## src/rtl/microtile_seq_pkg.sv

```systemverilog
// Shared types, widths and the signature step function for the microtile scan sequencer.
package microtile_seq_pkg;

  localparam int unsigned SIG_W     = 16;
  localparam int unsigned VEC_CNT_W = 9;
  localparam int unsigned SETTLE_W  = 4;

  typedef enum logic [1:0] {
    StIdle,
    StDrive,
    StSample,
    StDone
  } scan_state_e;

  // Rotate left by one, then fold in the zero-extended tile output.
  function automatic logic [SIG_W-1:0] sig_step(input logic [SIG_W-1:0] sig,
                                                input logic [7:0]       sample);
    return {sig[SIG_W-2:0], sig[SIG_W-1]} ^ SIG_W'(sample);
  endfunction

endpackage

```

## src/rtl/microtile_sig_accum.sv

```systemverilog
// Signature register and sampled-vector counter; cleared at sweep start, stepped per sample.
module microtile_sig_accum
  import microtile_seq_pkg::*;
(
  input  logic                 clk,
  input  logic                 rst_n,
  input  logic                 clear,
  input  logic                 step,
  input  logic [7:0]           sample,
  output logic [SIG_W-1:0]     signature,
  output logic [VEC_CNT_W-1:0] vec_count
);

  logic [SIG_W-1:0]     sig_q, sig_d;
  logic [VEC_CNT_W-1:0] cnt_q, cnt_d;

  // Clear wins over step; they never coincide in practice since start is IDLE-only.
  always_comb begin
    sig_d = sig_q;
    cnt_d = cnt_q;
    if (clear) begin
      sig_d = '0;
      cnt_d = '0;
    end else if (step) begin
      sig_d = sig_step(sig_q, sample);
      cnt_d = cnt_q + 1'b1;
    end
  end

  // Accumulator state; holds between sweeps so results stay readable in IDLE.
  always_ff @(posedge clk or negedge rst_n) begin
    if (!rst_n) begin
      sig_q <= '0;
      cnt_q <= '0;
    end else begin
      sig_q <= sig_d;
      cnt_q <= cnt_d;
    end
  end

  assign signature = sig_q;
  assign vec_count = cnt_q;

endmodule

```

## src/rtl/microtile_scan_sequencer.sv

```systemverilog
// Sweeps a stimulus range across a shared tile input bus and folds one tile's outputs
// into a running signature.
module microtile_scan_sequencer
  import microtile_seq_pkg::*;
#(
  parameter int unsigned NUM_TILES     = 4,
  parameter int unsigned SEL_W         = 2,
  parameter int unsigned SETTLE_CYCLES = 2
) (
  input  logic                   clk,
  input  logic                   rst_n,
  input  logic                   start,
  input  logic                   abort,
  input  logic [SEL_W-1:0]       tile_sel,
  input  logic [7:0]             first_vec,
  input  logic [7:0]             last_vec,
  output logic [7:0]             tile_ui_in,
  input  logic [NUM_TILES*8-1:0] tile_uo_out,
  output logic                   busy,
  output logic                   done,
  output logic [SIG_W-1:0]       signature,
  output logic [VEC_CNT_W-1:0]   vec_count
);

  localparam logic [SETTLE_W-1:0] SettleLoad = SETTLE_W'(SETTLE_CYCLES - 1);

  scan_state_e         state_q, state_d;
  logic [SETTLE_W-1:0] settle_q, settle_d;
  logic [7:0]          ui_q, ui_d;
  logic [SEL_W-1:0]    sel_q, sel_d;
  logic [7:0]          last_q, last_d;
  logic                acc_clear, acc_step;
  logic [7:0]          sample;

  // Next-state logic: latch the sweep at start, settle, sample, advance or finish.
  always_comb begin
    state_d   = state_q;
    settle_d  = settle_q;
    ui_d      = ui_q;
    sel_d     = sel_q;
    last_d    = last_q;
    acc_clear = 1'b0;
    acc_step  = 1'b0;
    unique case (state_q)
      StIdle: begin
        if (start && !abort) begin
          state_d   = StDrive;
          sel_d     = tile_sel;
          last_d    = last_vec;
          ui_d      = first_vec;
          settle_d  = SettleLoad;
          acc_clear = 1'b1;
        end
      end
      StDrive: begin
        if (abort) begin
          state_d = StIdle;
        end else if (settle_q == '0) begin
          state_d = StSample;
        end else begin
          settle_d = settle_q - 1'b1;
        end
      end
      StSample: begin
        // The sample is taken even when abort lands on this edge.
        acc_step = 1'b1;
        if (abort) begin
          state_d = StIdle;
        end else if (ui_q == last_q) begin
          state_d = StDone;
        end else begin
          ui_d     = ui_q + 8'd1;
          settle_d = SettleLoad;
          state_d  = StDrive;
        end
      end
      StDone: begin
        state_d = StIdle;
      end
      default: begin
        state_d = StIdle;
      end
    endcase
  end

  // Sequencer state registers.
  always_ff @(posedge clk or negedge rst_n) begin
    if (!rst_n) begin
      state_q  <= StIdle;
      settle_q <= '0;
      ui_q     <= '0;
      sel_q    <= '0;
      last_q   <= '0;
    end else begin
      state_q  <= state_d;
      settle_q <= settle_d;
      ui_q     <= ui_d;
      sel_q    <= sel_d;
      last_q   <= last_d;
    end
  end

  // Output select; an out-of-range tile index reads as 0x00.
  always_comb begin
    sample = 8'h00;
    for (int k = 0; k < NUM_TILES; k++) begin
      if (sel_q == SEL_W'(k)) begin
        sample = tile_uo_out[8*k +: 8];
      end
    end
  end

  microtile_sig_accum u_sig_accum (
    .clk       (clk),
    .rst_n     (rst_n),
    .clear     (acc_clear),
    .step      (acc_step),
    .sample    (sample),
    .signature (signature),
    .vec_count (vec_count)
  );

  assign tile_ui_in = ui_q;
  assign busy       = (state_q == StDrive) || (state_q == StSample);
  assign done       = (state_q == StDone);

endmodule

```

## config.mk

```make
export PLATFORM = sky130hd
export DESIGN_NAME = microtile_scan_sequencer
export DESIGN_NICKNAME = d
export VERILOG_FILES = /design/src/rtl/microtile_seq_pkg.sv /design/src/rtl/microtile_sig_accum.sv /design/src/rtl/microtile_scan_sequencer.sv
export SDC_FILE = /design/constraint.sdc
export NUM_CORES = 1
export LEC_CHECK = 0
export CELL_PAD_IN_SITES_DETAIL_PLACEMENT = 0
export CELL_PAD_IN_SITES_GLOBAL_PLACEMENT = 1
export CORE_UTILIZATION = 32
export CTS_CLUSTER_DIAMETER = 30
export DETAILED_ROUTE_END_ITERATION = 12
export GPL_TIMING_DRIVEN = 0
export PLACE_DENSITY = 0.8
export SETUP_SLACK_MARGIN = 0.3
export SLEW_MARGIN = 20
export SYNTH_ARGS = -nofsm -noshare
export SYNTH_HDL_FRONTEND = slang
export SYNTH_SLANG_ARGS = --single-unit
export TNS_END_PERCENT = 30
```

## constraint.sdc

```tcl
create_clock -name clk -period 2 [get_ports clk]
set_input_delay 0.4 -clock clk [delete_from_list [all_inputs] [get_ports clk]]
set_output_delay 0.4 -clock clk [all_outputs]
set_load 0.05 [all_outputs]
```

* Yosys cells after proc, flatten, opt, wreduce, memory -nomap -nowiden *
Cells that the tools add are included.

storage, ports and cells
  flip-flop bits (word level) = 49
  input bits = 54
  output and inout bits = 35
  logic and storage cells = 64

cells by class
  add/subtract/negate cells = 3
  equal/unequal tests = 13
  mux-type cells = 27
  bitwise operators = 1
  reductions and logical operators = 13

operator list
  operator               number
  $mux W8                7
  $mux W16               2
  $mux W4                5
  $mux W9                2
  $pmux W8 S2            1
  $xor A16 B8 Y16        1
  $pmux W4 S3            1
  $mux W2                5
  $ne A2 B2 Y1 const B   5
  $add A9 B1 Y9 const B  1
  $add A8 B1 Y8 const B  1
  $eq A2 B2 Y1 const B   4
  $eq A8 B8 Y1           1
  $pmux W2 S4            1
  $reduce_and A6 Y1      1
  $eq A2 B1 Y1 const B   2
  $logic_not A2 Y1       2
  $logic_not A4 Y1       1
  $reduce_and A2 Y1      2
  $reduce_and A4 Y1      1
  $reduce_bool A2 Y1     2
  $sub A4 B1 Y4 const B  1
  $mux W1                3
  $ne A3 B3 Y1 const B   1
  4 further kinds        4

* Logic depth before layout (Yosys ltp) *
  word-level depth = 8
  mapped depth = 8
  mapped depth without buffers = 7

* Cells and area by module *
Synthesis repeated with hierarchy kept, for this count alone.

unflattened totals
  cells, all modules = 284
  area total of the unflattened synthesis = 2842.7 um2

by module, submodules not included
  module                    times used  cells an instance  area an instance (um2)  sequential area each (um2)
  microtile_scan_sequencer  1           181                1707.9                  600.6
  microtile_sig_accum       1           103                1134.8                  625.6

* Least setup slack after synthesis *
OpenSTA, ideal clock, no wires.

  kind = register to register
  start point = register ui_q[4] (netlist: tile_ui_in[4])
  end point = register settle_q[0]
  setup time = 0.125 ns
  arrival time = 1.906 ns
  required time = 1.875 ns
  path slack = -0.031 ns
  cell stages (with the launch flop) = 8
  buffers on the path = 2
  period minus slack after synthesis = 2.031 ns
  cell sequence = dfrtp_1 -> buf_4 -> xor2_1 -> nor4_4 -> and3_1 -> buf_6 -> nor2_1 -> mux2_4

between the ends
  word-level cells in the longest chain between the ends = 3

RTL lines
  what                         RTL line                        text
  start: declaration           microtile_scan_sequencer.sv:29  logic [7:0] ui_q, ui_d;
  start signal: assignment     microtile_scan_sequencer.sv:97  ui_q <= ui_d;
  $eq A8 B8 Y1                 microtile_scan_sequencer.sv:69  end else if (ui_q == last_q) begin
  $ne A2 B2 Y1 (no line)       --
  $reduce_and A6 Y1 (no line)  --
  end signal: assignment       microtile_scan_sequencer.sv:96  settle_q <= settle_d;
  end: declaration             microtile_scan_sequencer.sv:28  logic [SETTLE_W-1:0] settle_q, settle_d;

No other way between the ends.
A chain may end at the register's enable or synchronous reset.

* Final worst setup path *
  start point = register u_sig_accum.sig_q[14] (netlist: u_sig_accum.signature[14])
  end point = output port signature[14]

RTL lines
  what                      RTL line                        text
  start: declaration        microtile_sig_accum.sv:14       logic [SIG_W-1:0] sig_q, sig_d;
  start signal: assignment  microtile_sig_accum.sv:36       sig_q <= sig_d;
  end: declaration          microtile_scan_sequencer.sv:21  output logic [SIG_W-1:0] signature,

No word-level cell between the ends.

==> impl_metrics.csv <==
group,metric,value,unit
power_and_ir_drop,ir_drop,0.000481,V
sta,hold_viol,0,
sta,period_share,95.1,%
layout,fillerInstances,749,
placement,port_buffers,88,
grt,grt_use_met3,4.61,%
worst_setup_path,critical_path_class,"reg -> out",
sta,rsz0062_at_grt,"yes",
grt,grt_max_degree,50,
drt,via_per_inst,4.91,
yosys,synthesis.area,2700,µm²
power_and_ir_drop,intPower,3.07,mW
floorplanning,die_w,93.8,µm
yosys,synth-seq-area-share,45.5,%
drt,dr.pass1.iters,4,
drt,avgRoutedWirePerCell,14.3,µm
worst_setup_path,critical_path.cell_chain,"clkdlybuf4s50_1",
grt,grt_pass1_wl,11100,µm
outcome,outcome,"finished clean",
power_and_ir_drop,powerDensity,1360,nW/µm²
power_and_ir_drop,switchingPower,2.46,mW
yosys,yosys_register_bits,49,
placement,dp_hpwl,4780,µm
floorplanning,coreArea,8180,µm²
hold_path,min_path_type,"in -> async",
layout,final_area,4080,µm²
floorplanning,rows,33,
clock_network,htree_levels,2,
worst_setup_path,cp_max_fo,3,
power_and_ir_drop,power,5.52,mW
drt,vias,2267,
placement,place_area,3770,µm²
grt,busiest_layer,"met2",
clock_network,hold_buffers,0,
layout,syn_to_final_growth,51.2,%
grt,grt_overflow_total,0,
drt,wl,6610,µm
clock_network,cts_tree,"done",
drt,drt_iter0_markers,43,
yosys,synth_warnings,0,
worst_setup_path,critPathMaxStageDelay,0.82,ns
layout,diodes,0,
floorplanning,start_util,33.0,%
power_and_ir_drop,p_leak,1.92,nW
placement,gp_congestion,0.736,
sta,finalSetupViolations,0,
floorplanning,dieHeight,93.8,µm
grt,grt_pass1_vias,2327,
power_and_ir_drop,seq_power_share,30.6,%
power_and_ir_drop,switching_share,44.5,%
power_and_ir_drop,p_clk_share,11.6,%
sta,slew_headroom,58.0,%
grt,antenna_found_initial,0,
sta,worstMarginPinSlew,0.631,ns
yosys,avgSynthCellArea,10.8,µm²
worst_setup_path,cpLargestDelayFamily,"buffers and inverters",
yosys,syn_inst,249,
power_and_ir_drop,combPwrFrac,57.8,%
floorplanning,die-area,8790,µm²
sta,period_needed,1.90,ns
sta,max_clock_freq,526,MHz
worst_setup_path,cp_slowest_cell,"clkdlybuf4s50_1",
clock_network,clkTransAtPathRegs,0.09,ns
layout,drive_gt1_share,21.8,%
layout,nNetsFinal,417,
layout,final_core_util,49.8,%
clock_network,clockBufferDepth,2,
worst_setup_path,cp_data_arrival_time,1.50,ns
sta,fin_hold_ws,0.117,ns
grt,track_usage,16.2,%
drt,drtAntennaViolNets,0,
yosys,synthesis.nets,310,
clock_network,cts_made_buffers,5,
worst_setup_path,crit_buf_inv,1,
flow_run,cap_viol_max_count,0,
clock_network,cts-root-buf,"clkbuf_8",
worst_setup_path,critical_path_required,1.60,ns
yosys,yosysUniqueCellTypes,43,
clock_network,clk-insertion-delay-late,0.29,ns
floorplanning,ios,89,
sta,finClkSkew,0.00422,ns
grt,grtUsageMet2,27.9,%
layout,final_cell_mix,"clkdlybuf4s50_1 (61), dfrtp_1 (40), nor2_1 (31), dlymetal6s2s_1 (20), buf_4 (14)",
drt,drcViolationCount,0,
clock_network,cts.sinks,49,
sta,report.final.slew_viol_count,0,
worst_setup_path,worstSetupStartpointType,"register",
layout,layout_commonest_cell,"clkdlybuf4s50_1",
worst_setup_path,endpoint_kind,"output port",
sta,fin_setup_tns,0,ns
grt,met1_usage,19.8,%
[state kept, by name (all words and copies together), names as in the netlist]
register               flops
u_sig_accum.signature     16
u_sig_accum.vec_count      9
last_q                     8
tile_ui_in                 8
settle_q                   4
sel_q                      2
state_q                    2
[final timing paths]
| path | start | cells after the start | endpoint | slack, ns |
|---|---|---|---|---|
| max reg2reg | state_q[1] | 6 | settle_q[0] | 0.13 |
| min in group clk | last_q[2] | 1 | last_q[2] | 0.53 |
| min reg2reg | last_q[2] | 1 | last_q[2] | 0.53 |
| max | u_sig_accum.signature[14] | 1 | signature[14] | 0.1 |
| min | rst_n | 1 | u_sig_accum.vec_count[8] | 0.12 |
| max in group asynchronous | rst_n | 1 | tile_ui_in[2] | 1.42 |
[cell usage after synthesis (all sizes together)]
cell | count | area [µm²]
a2111oi | 1 | 8.76
a211oi | 8 | 60.1
a21o | 3 | 22.5
a21oi | 12 | 60.1
a221o | 1 | 10.0
a22o | 1 | 8.76
a22oi | 1 | 7.51
a31oi | 1 | 12.5
and2 | 1 | 6.26
and3 | 1 | 6.26
and4 | 1 | 8.76
buf | 10 | 56.3
clkbuf | 3 | 11.3
dfrtp | 49 | 1230
ha | 7 | 87.6
inv | 8 | 30.0
mux2 | 12 | 139
mux2i | 12 | 120
mux4 | 8 | 180
nand2 | 13 | 48.8
nand2b | 1 | 6.26
nand3 | 8 | 40.0
nand3b | 3 | 22.5
nand4 | 4 | 25.0
nor2 | 31 | 116
nor3 | 3 | 15.0
nor3b | 1 | 12.5
nor4 | 1 | 21.3
o21ai | 13 | 65.1
o22ai | 1 | 6.26
o311ai | 1 | 8.76
o32ai | 1 | 8.76
o41ai | 1 | 8.76
or2 | 2 | 12.5
or3 | 1 | 6.26
or4 | 1 | 7.51
xnor2 | 11 | 96.3
xor2 | 12 | 105
[area by class of cell]
| cell class | count | area, µm² | share of cell area (%) |
|---|---|---|---|
| inverters | 8 | 30.0 | 0.737 |
| repair buffers | 100 | 1010 | 24.8 |
| well taps | 105 | 131 | 3.22 |
| flip-flops and latches | 49 | 1240 | 30.4 |
| multi-input cells | 179 | 1470 | 36.2 |
| plain buffers | 13 | 91.3 | 2.24 |
| clock buffers | 7 | 96.3 | 2.36 |
| clock inverters | 1 | 5.00 | 0.123 |
[routing by layer]
layer	part of all wire [%]	up-vias
met4	1.2	0
met5	0	-
met1	42	1092
met3	7.1	9
li1	-	1095
met2	50	71
[metrics by stage]
step                worst slack, ns  instances
CTS                          0.0246        458
detailed placement           -0.434        442
floorplan                     0.199        249
global route                 0.0195        462
global placement              -1.16        442
finish                       0.0975        462
[cells by family after synthesis]
group / count (synthesis) / share of synthesized area (%)
buffers and inverters: 21 / 3.62
adders and majority gates: 7 / 3.25
DFF: 49 / 45.5
xor gates and xnor gates: 23 / 7.47
AOI/OAI and AO/OA: 45 / 10.7
and+or+nand+nor: 72 / 13.2
muxes: 32 / 16.3
[worst reg2reg max path, delay by kind of cell, from the launching register on]
family	cells	cell delay, ns
buffers and inverters	1	0.06
and+or+nand+nor	2	0.36
DFF	1	0.41
AOI/OAI and AO/OA	1	0.43
muxes	1	0.31
adders and majority gates	1	0.19
[power groups by stage]
stage | logic [mW] | clock network, mW | registers [mW]
floorplan | 1.66 | 0 | 2.22
global placement | 2.97 | 0 | 1.70
detailed placement | 3.02 | 0 | 1.70
CTS | 3.13 | 0.668 | 1.68
global route | 3.46 | 0.710 | 1.75
finish | 3.19 | 0.641 | 1.69
[repair_timing]
item / CTS / global route
buffers inserted: 8 / 4
pin swaps: 1 / 3
setup endpoints to repair: 83 / 71
resized for setup: 26 / 25
No activity file was read; power rests on OpenSTA's default activity.
